--- src/rtl/serial_frame_receiver.sv ---
// serial_frame_receiver: oversampled asynchronous serial receiver.
// Mid-bit sampling of start, data (LSB first), optional parity and 1..2 stop
// bits. Each word is handed off through a single valid/ready output register
// together with its parity/framing status. A sticky overrun flag records
// frames that were lost while that register was full.
module serial_frame_receiver #(
    parameter int DATA_WIDTH   = 8,
    parameter int CLKS_PER_BIT = 16,
    parameter int PARITY_MODE  = 1,
    parameter int STOP_BITS    = 1
) (
    input  logic                  clk,
    input  logic                  arst,
    input  logic                  in,
    input  logic                  out_ready,
    output logic                  out_valid,
    output logic [DATA_WIDTH-1:0] out_data,
    output logic                  parity_err,
    output logic                  frame_err,
    output logic                  overrun,
    output logic                  busy
);
    localparam int CW = $clog2(CLKS_PER_BIT);
    localparam int BW = $clog2(DATA_WIDTH + 1);

    // Cycle counter runs down to zero; zero marks the sample point.
    localparam logic [CW-1:0] HALF_M1   = CW'(CLKS_PER_BIT / 2 - 1);
    localparam logic [CW-1:0] FULL_M1   = CW'(CLKS_PER_BIT - 1);
    localparam logic [BW-1:0] LAST_DATA = BW'(DATA_WIDTH - 1);
    localparam logic [BW-1:0] LAST_STOP = BW'(STOP_BITS - 1);
    localparam logic          ODD_PAR   = (PARITY_MODE == 2);

    localparam logic [2:0] S_IDLE   = 3'd0;
    localparam logic [2:0] S_START  = 3'd1;
    localparam logic [2:0] S_DATA   = 3'd2;
    localparam logic [2:0] S_PARITY = 3'd3;
    localparam logic [2:0] S_STOP   = 3'd4;

    logic                  r_sync1;
    logic                  r_sync2;
    logic                  r_prev;
    logic [2:0]            r_state;
    logic [CW-1:0]         r_cnt;
    logic [BW-1:0]         r_bcnt;
    logic [DATA_WIDTH-1:0] r_shift;
    logic                  r_perr;
    logic                  r_ferr;
    logic                  r_valid;
    logic [DATA_WIDTH-1:0] r_data;
    logic                  r_perr_out;
    logic                  r_ferr_out;
    logic                  r_ovr;

    logic w_s;
    logic w_fall;
    logic w_tick;
    logic w_done;
    logic w_ferr_now;
    logic w_hs;
    logic w_load;

    assign w_s        = r_sync2;
    assign w_fall     = r_prev & ~w_s;
    assign w_tick     = (r_cnt == '0);
    // Last stop sample of the frame: the output stage acts in this cycle.
    assign w_done     = (r_state == S_STOP) & w_tick & (r_bcnt == LAST_STOP);
    // Framing status including the stop sample being taken right now.
    assign w_ferr_now = r_ferr | ~w_s;
    assign w_hs       = r_valid & out_ready;
    assign w_load     = w_done & (~r_valid | w_hs);

    // Two-flop synchroniser plus delayed copy for falling-edge detection; idle-high reset.
    always_ff @(posedge clk or negedge arst) begin
        if (!arst) begin
            r_sync1 <= 1'b1;
            r_sync2 <= 1'b1;
            r_prev  <= 1'b1;
        end else begin
            r_sync1 <= in;
            r_sync2 <= r_sync1;
            r_prev  <= r_sync2;
        end
    end

    // Frame FSM: start qualification, data shift, parity and stop-bit checks.
    always_ff @(posedge clk or negedge arst) begin
        if (!arst) begin
            r_state <= S_IDLE;
            r_cnt   <= '0;
            r_bcnt  <= '0;
            r_shift <= '0;
            r_perr  <= 1'b0;
            r_ferr  <= 1'b0;
        end else begin
            case (r_state)
                S_IDLE: begin
                    // Only a fresh falling edge arms a frame; a held-low line never does.
                    if (w_fall) begin
                        r_state <= S_START;
                        r_cnt   <= HALF_M1;
                    end
                end
                S_START: begin
                    if (w_tick) begin
                        r_cnt   <= FULL_M1;
                        r_bcnt  <= '0;
                        r_perr  <= 1'b0;
                        r_ferr  <= 1'b0;
                        // High at mid-start means a glitch: drop it silently.
                        r_state <= w_s ? S_IDLE : S_DATA;
                    end else begin
                        r_cnt <= r_cnt - 1'b1;
                    end
                end
                S_DATA: begin
                    if (w_tick) begin
                        r_shift <= {w_s, r_shift[DATA_WIDTH-1:1]};
                        r_cnt   <= FULL_M1;
                        if (r_bcnt == LAST_DATA) begin
                            r_bcnt  <= '0;
                            r_state <= (PARITY_MODE != 0) ? S_PARITY : S_STOP;
                        end else begin
                            r_bcnt <= r_bcnt + 1'b1;
                        end
                    end else begin
                        r_cnt <= r_cnt - 1'b1;
                    end
                end
                S_PARITY: begin
                    if (w_tick) begin
                        r_perr  <= (^r_shift) ^ w_s ^ ODD_PAR;
                        r_cnt   <= FULL_M1;
                        r_state <= S_STOP;
                    end else begin
                        r_cnt <= r_cnt - 1'b1;
                    end
                end
                S_STOP: begin
                    if (w_tick) begin
                        r_ferr <= w_ferr_now;
                        if (r_bcnt == LAST_STOP) begin
                            r_bcnt  <= '0;
                            r_state <= S_IDLE;
                        end else begin
                            r_bcnt <= r_bcnt + 1'b1;
                            r_cnt  <= FULL_M1;
                        end
                    end else begin
                        r_cnt <= r_cnt - 1'b1;
                    end
                end
                default: r_state <= S_IDLE;
            endcase
        end
    end

    // Output register: load on empty or same-cycle handshake, otherwise drop and flag overrun.
    always_ff @(posedge clk or negedge arst) begin
        if (!arst) begin
            r_valid    <= 1'b0;
            r_data     <= '0;
            r_perr_out <= 1'b0;
            r_ferr_out <= 1'b0;
            r_ovr      <= 1'b0;
        end else begin
            if (w_load) begin
                r_valid    <= 1'b1;
                r_data     <= r_shift;
                r_perr_out <= r_perr;
                r_ferr_out <= w_ferr_now;
            end else if (w_hs) begin
                r_valid <= 1'b0;
            end
            // Set beats clear when a drop and a handshake coincide.
            if (w_done & r_valid & ~out_ready) begin
                r_ovr <= 1'b1;
            end else if (w_hs) begin
                r_ovr <= 1'b0;
            end
        end
    end

    assign out_valid  = r_valid;
    assign out_data   = r_data;
    assign parity_err = r_perr_out;
    assign frame_err  = r_ferr_out;
    assign overrun    = r_ovr;
    assign busy       = (r_state != S_IDLE);

endmodule
--- config.mk ---
export PLATFORM = sky130hd
export DESIGN_NAME = serial_frame_receiver
export DESIGN_NICKNAME = d
export VERILOG_FILES = /design/src/rtl/serial_frame_receiver.sv
export SDC_FILE = /design/constraint.sdc
export NUM_CORES = 1
export LEC_CHECK = 0
export ABC_AREA = 1
export CAP_MARGIN = 5
export CORE_AREA = 2 2 66 68
export CTS_CLUSTER_DIAMETER = 80
export DETAILED_ROUTE_END_ITERATION = 10
export DIE_AREA = 0 0 68 70
export GPL_TIMING_DRIVEN = 0
export SLEW_MARGIN = 15
export SYNTH_ARGS = -nofsm -noshare
export SYNTH_HDL_FRONTEND = slang
export SYNTH_SLANG_ARGS = --single-unit
--- constraint.sdc ---
create_clock -name clk -period 2 [get_ports clk]
set_input_delay 0.5 -clock clk [delete_from_list [all_inputs] [get_ports clk]]
set_output_delay 0.5 -clock clk [all_outputs]
set_load 0.05 [all_outputs]
==> results.sh <==
export IMPL_run_status="finished, final reports clean"
export IMPL_cap_viol_max_count=0
export IMPL_post_synth_top_count_cell="nand2_1"
export IMPL_grtUsageTotal_pct=15.3
export IMPL_grt_setup_unrepaired="true"
export IMPL_regToRegSetupSlack_ns=0.20
export IMPL_antenna_left=0
export IMPL_cp_cell_sequence="clkdlybuf4s50_1"
export IMPL_preCtsSetupSlack_ns=-0.0195
export IMPL_syn_instance_count=210
export IMPL_yosysTopAreaCell="dfrtp_1"
export IMPL_period_share_pct=96.9
export IMPL_dpl_hpwl_um=2410
export IMPL_max_clock_path_buffers=2
export IMPL_irDropWorstVdd_uv=453
export IMPL_area_delta_synth_final_pct=19.6
export IMPL_max_freq_mhz=516
export IMPL_finish_utilization_pct=50.4
export IMPL_worst_path_stages=1
export IMPL_setup_viols_final=0
export IMPL_timing_critical_path_from_type="flop"
export IMPL_finClkSkew_ns=0.00343
export IMPL_synth_seq_area_share_pct=51.8
export IMPL_drt_pass_1_iters=4
export IMPL_synth_area_top_cells="dfrtp_1 (47%), nand2_1 (16%), o21ai_0 (6.3%)"
export IMPL_critical_path_arrival_ns=1.44
export IMPL_yosys_area_top_type_share_pct=47.3
export IMPL_first_global_vias=1249
export IMPL_syn_area_mm2=0.00175
export IMPL_yosys_top_cells_count="nand2_1 (76), dfrtp_1 (33), inv_1 (22), o21ai_0 (22), nand3_1 (12)"
export IMPL_timing_worst_slew_pin_value_ns=0.505
export IMPL_tritoncts_clock_tree="yes"
export IMPL_synth_yosys_warnings=0
export IMPL_io_pin_count=17
export IMPL_globalRouteOverflowTotal=0
export IMPL_floorplan_die_height_um=70
export IMPL_crit_family="buffers and inverters"
export IMPL_drcViolationCount=0
export IMPL_route_detailed_wl_per_inst_um=11.2
export IMPL_drv_slew=0
export IMPL_regToRegStartpoint="r_cnt[0]"
export IMPL_die_area_mm2=0.00476
export IMPL_vias_per_cell=4.76
export IMPL_x_dimension_of_the_die_um=68
export IMPL_synthesis_area_per_instance_um2=8.31
export IMPL_grt_max_degree=30
export IMPL_cts_max_level=2
export IMPL_synth_flop_cell="dfrtp_1"
export IMPL_wire_length_of_the_first_global_routing_pass_um=5470
export IMPL_ys_types=22
export IMPL_critPathKind="flop to output pin"
export IMPL_critPathMaxStageDelay_ns=0.80
export IMPL_antenna_violations_before_repair=0
export IMPL_critPathBufInv=1
export IMPL_synth_ff_latch_count=36
export IMPL_placeableCoreArea_mm2=0.00414
export IMPL_timing_reg2reg_worst_path_depth=10
export IMPL_synth_edf_count=0
export IMPL_synthArstFlopShare_pct=100
export IMPL_hp_class="input port to asynchronous set/reset pin"
export IMPL_postLayoutCellArea_mm2=0.00209
export IMPL_fillers=411
export IMPL_clk_transition_reported_paths_ns=0.07
export IMPL_power_total_w=0.00196
export IMPL_layout_net_count=241
export IMPL_rows=24
export IMPL_vias=1367
export IMPL_power_density_mw_per_mm2=941
export IMPL_finalWorstPathRequiredPeriod_ns=1.94
export IMPL_n_antenna_cell=0
export IMPL_cts_root_buffer="clkbuf_8"
export IMPL_sink_count=36
export IMPL_tritoncts_num_buffers=5
export IMPL_critical_path_slowest_cell="clkdlybuf4s50_1"
export IMPL_worstReg2RegEnd="parity_err"
export IMPL_finalHoldViolations=0
export IMPL_placed_cell_area_mm2=0.00199
export IMPL_floorplan_initialDensity_pct=42.1
export IMPL_drive_gt1_share_pct=14.5
export IMPL_static_leakage_power_nw=1.04
export IMPL_insertion_delay_ns=0.28
export IMPL_timing_critical_path_required_ns=1.50
export IMPL_critPathCaptureType="output pin"
export IMPL_detail_route_iter0_violations=82
export IMPL_post_cts_repair_setup_buffers=0
export IMPL_cp_max_fo=2
export IMPL_io_buffer_count=16
export IMPL_gp_routability_congestion=0.827
export IMPL_max_slew_margin_pct=66.3
export IMPL_synth_fp_nets=217
export IMPL_wl_um=3230
export IMPL_finalWorstSetupSlack_ns=0.0613
==> layout by cell type, fill, tap and decap left out, types with 3 or more instances in the layout <==
| cell type | synthesis | layout |
|---|---|---|
| nand2_1 | 76 | 76 |
| dfrtp_1 | 33 | 33 |
| inv_1 | 22 | 22 |
| o21ai_0 | 22 | 22 |
| nand3_1 | 12 | 12 |
| clkdlybuf4s50_1 | 0 | 12 |
| nor2_1 | 10 | 9 |
| o21ai_2 | 7 | 7 |
| clkbuf_8 | 0 | 6 |
| inv_2 | 3 | 3 |
| nand2_2 | 3 | 3 |
| a21oi_1 | 3 | 3 |
| ha_1 | 3 | 3 |
| dfstp_2 | 3 | 3 |
==> what timing repair did <==
action,in CTS,in global routing
resized for setup,3,3
endpoints found under the setup margin,1,3
hold buffers,0,0
endpoints found under the hold margin,0,0
==> state kept, by name (all words and copies together) (netlist names) <==
name,flops
r_state,3
out_data,8
overrun,1
r_ferr,1
frame_err,1
r_shift,8
parity_err,1
r_sync1,1
out_valid,1
r_sync2,1
r_bcnt,4
r_prev,1
r_perr,1
r_cnt,4
==> stage by stage <==
stage	hold slack [ns]	std cells	setup TNS, ns
after global routing	0.0570	287	-0.0339
after global placement	0.346	278	-14.94
after floorplan	0.204	210	0
final	0.0704	287	0
after detailed placement	0.350	279	-0.0195
after CTS	0.0652	287	0
==> cells by family after synthesis <==
logic type	after synthesis	share of synthesized area [%]
simple gates	105	25.8
compound gates	36	12.4
flops	36	51.8
buf+inv	27	6.31
xor+xnor	3	1.51
fa+ha+maj	3	2.15
==> metal layers <==
layer  share of wire (%)  global-route usage, %
met1                  51                   21.1
met2                  44                   22.0
met3                 3.9                   4.99
met4                0.81                   6.44
met5                   0                      0
==> cell type report <==
cell class | instances | area, um2 | share of cell area, %
Tap cell | 52 | 65.1 | 3.12
Clock inverter | 2 | 10.0 | 0.480
Multi-Input combinational cell | 147 | 733 | 35.1
Timing Repair Buffer | 17 | 181 | 8.69
Buffer | 2 | 16.3 | 0.779
Inverter | 25 | 93.8 | 4.50
Clock buffer | 6 | 82.6 | 3.96
Sequential cell | 36 | 905 | 43.3
==> where the power goes <==
part	internal [W]	total [W]	leakage [nW]	switching (W)
sequential	0.000815	0.000878	0.473	0.0000631
clock	0.000274	0.000518	0.0510	0.000244
combinational	0.000180	0.000567	0.519	0.000387
==> worst max-delay path by stage <==
stage	start	end	slack [ns]
after floorplan	r_cnt[0]	out_data[0]	0.44
after global placement	arst	r_shift[5]	-0.45
after detailed placement	r_state[2]	busy	-0.02
after CTS	out_valid	out_valid	0.003
after global routing	r_state[2]	busy	-0.03
final	out_data[1]	out_data[1]	0.06
No activity file was read; power rests on OpenSTA's default activity.
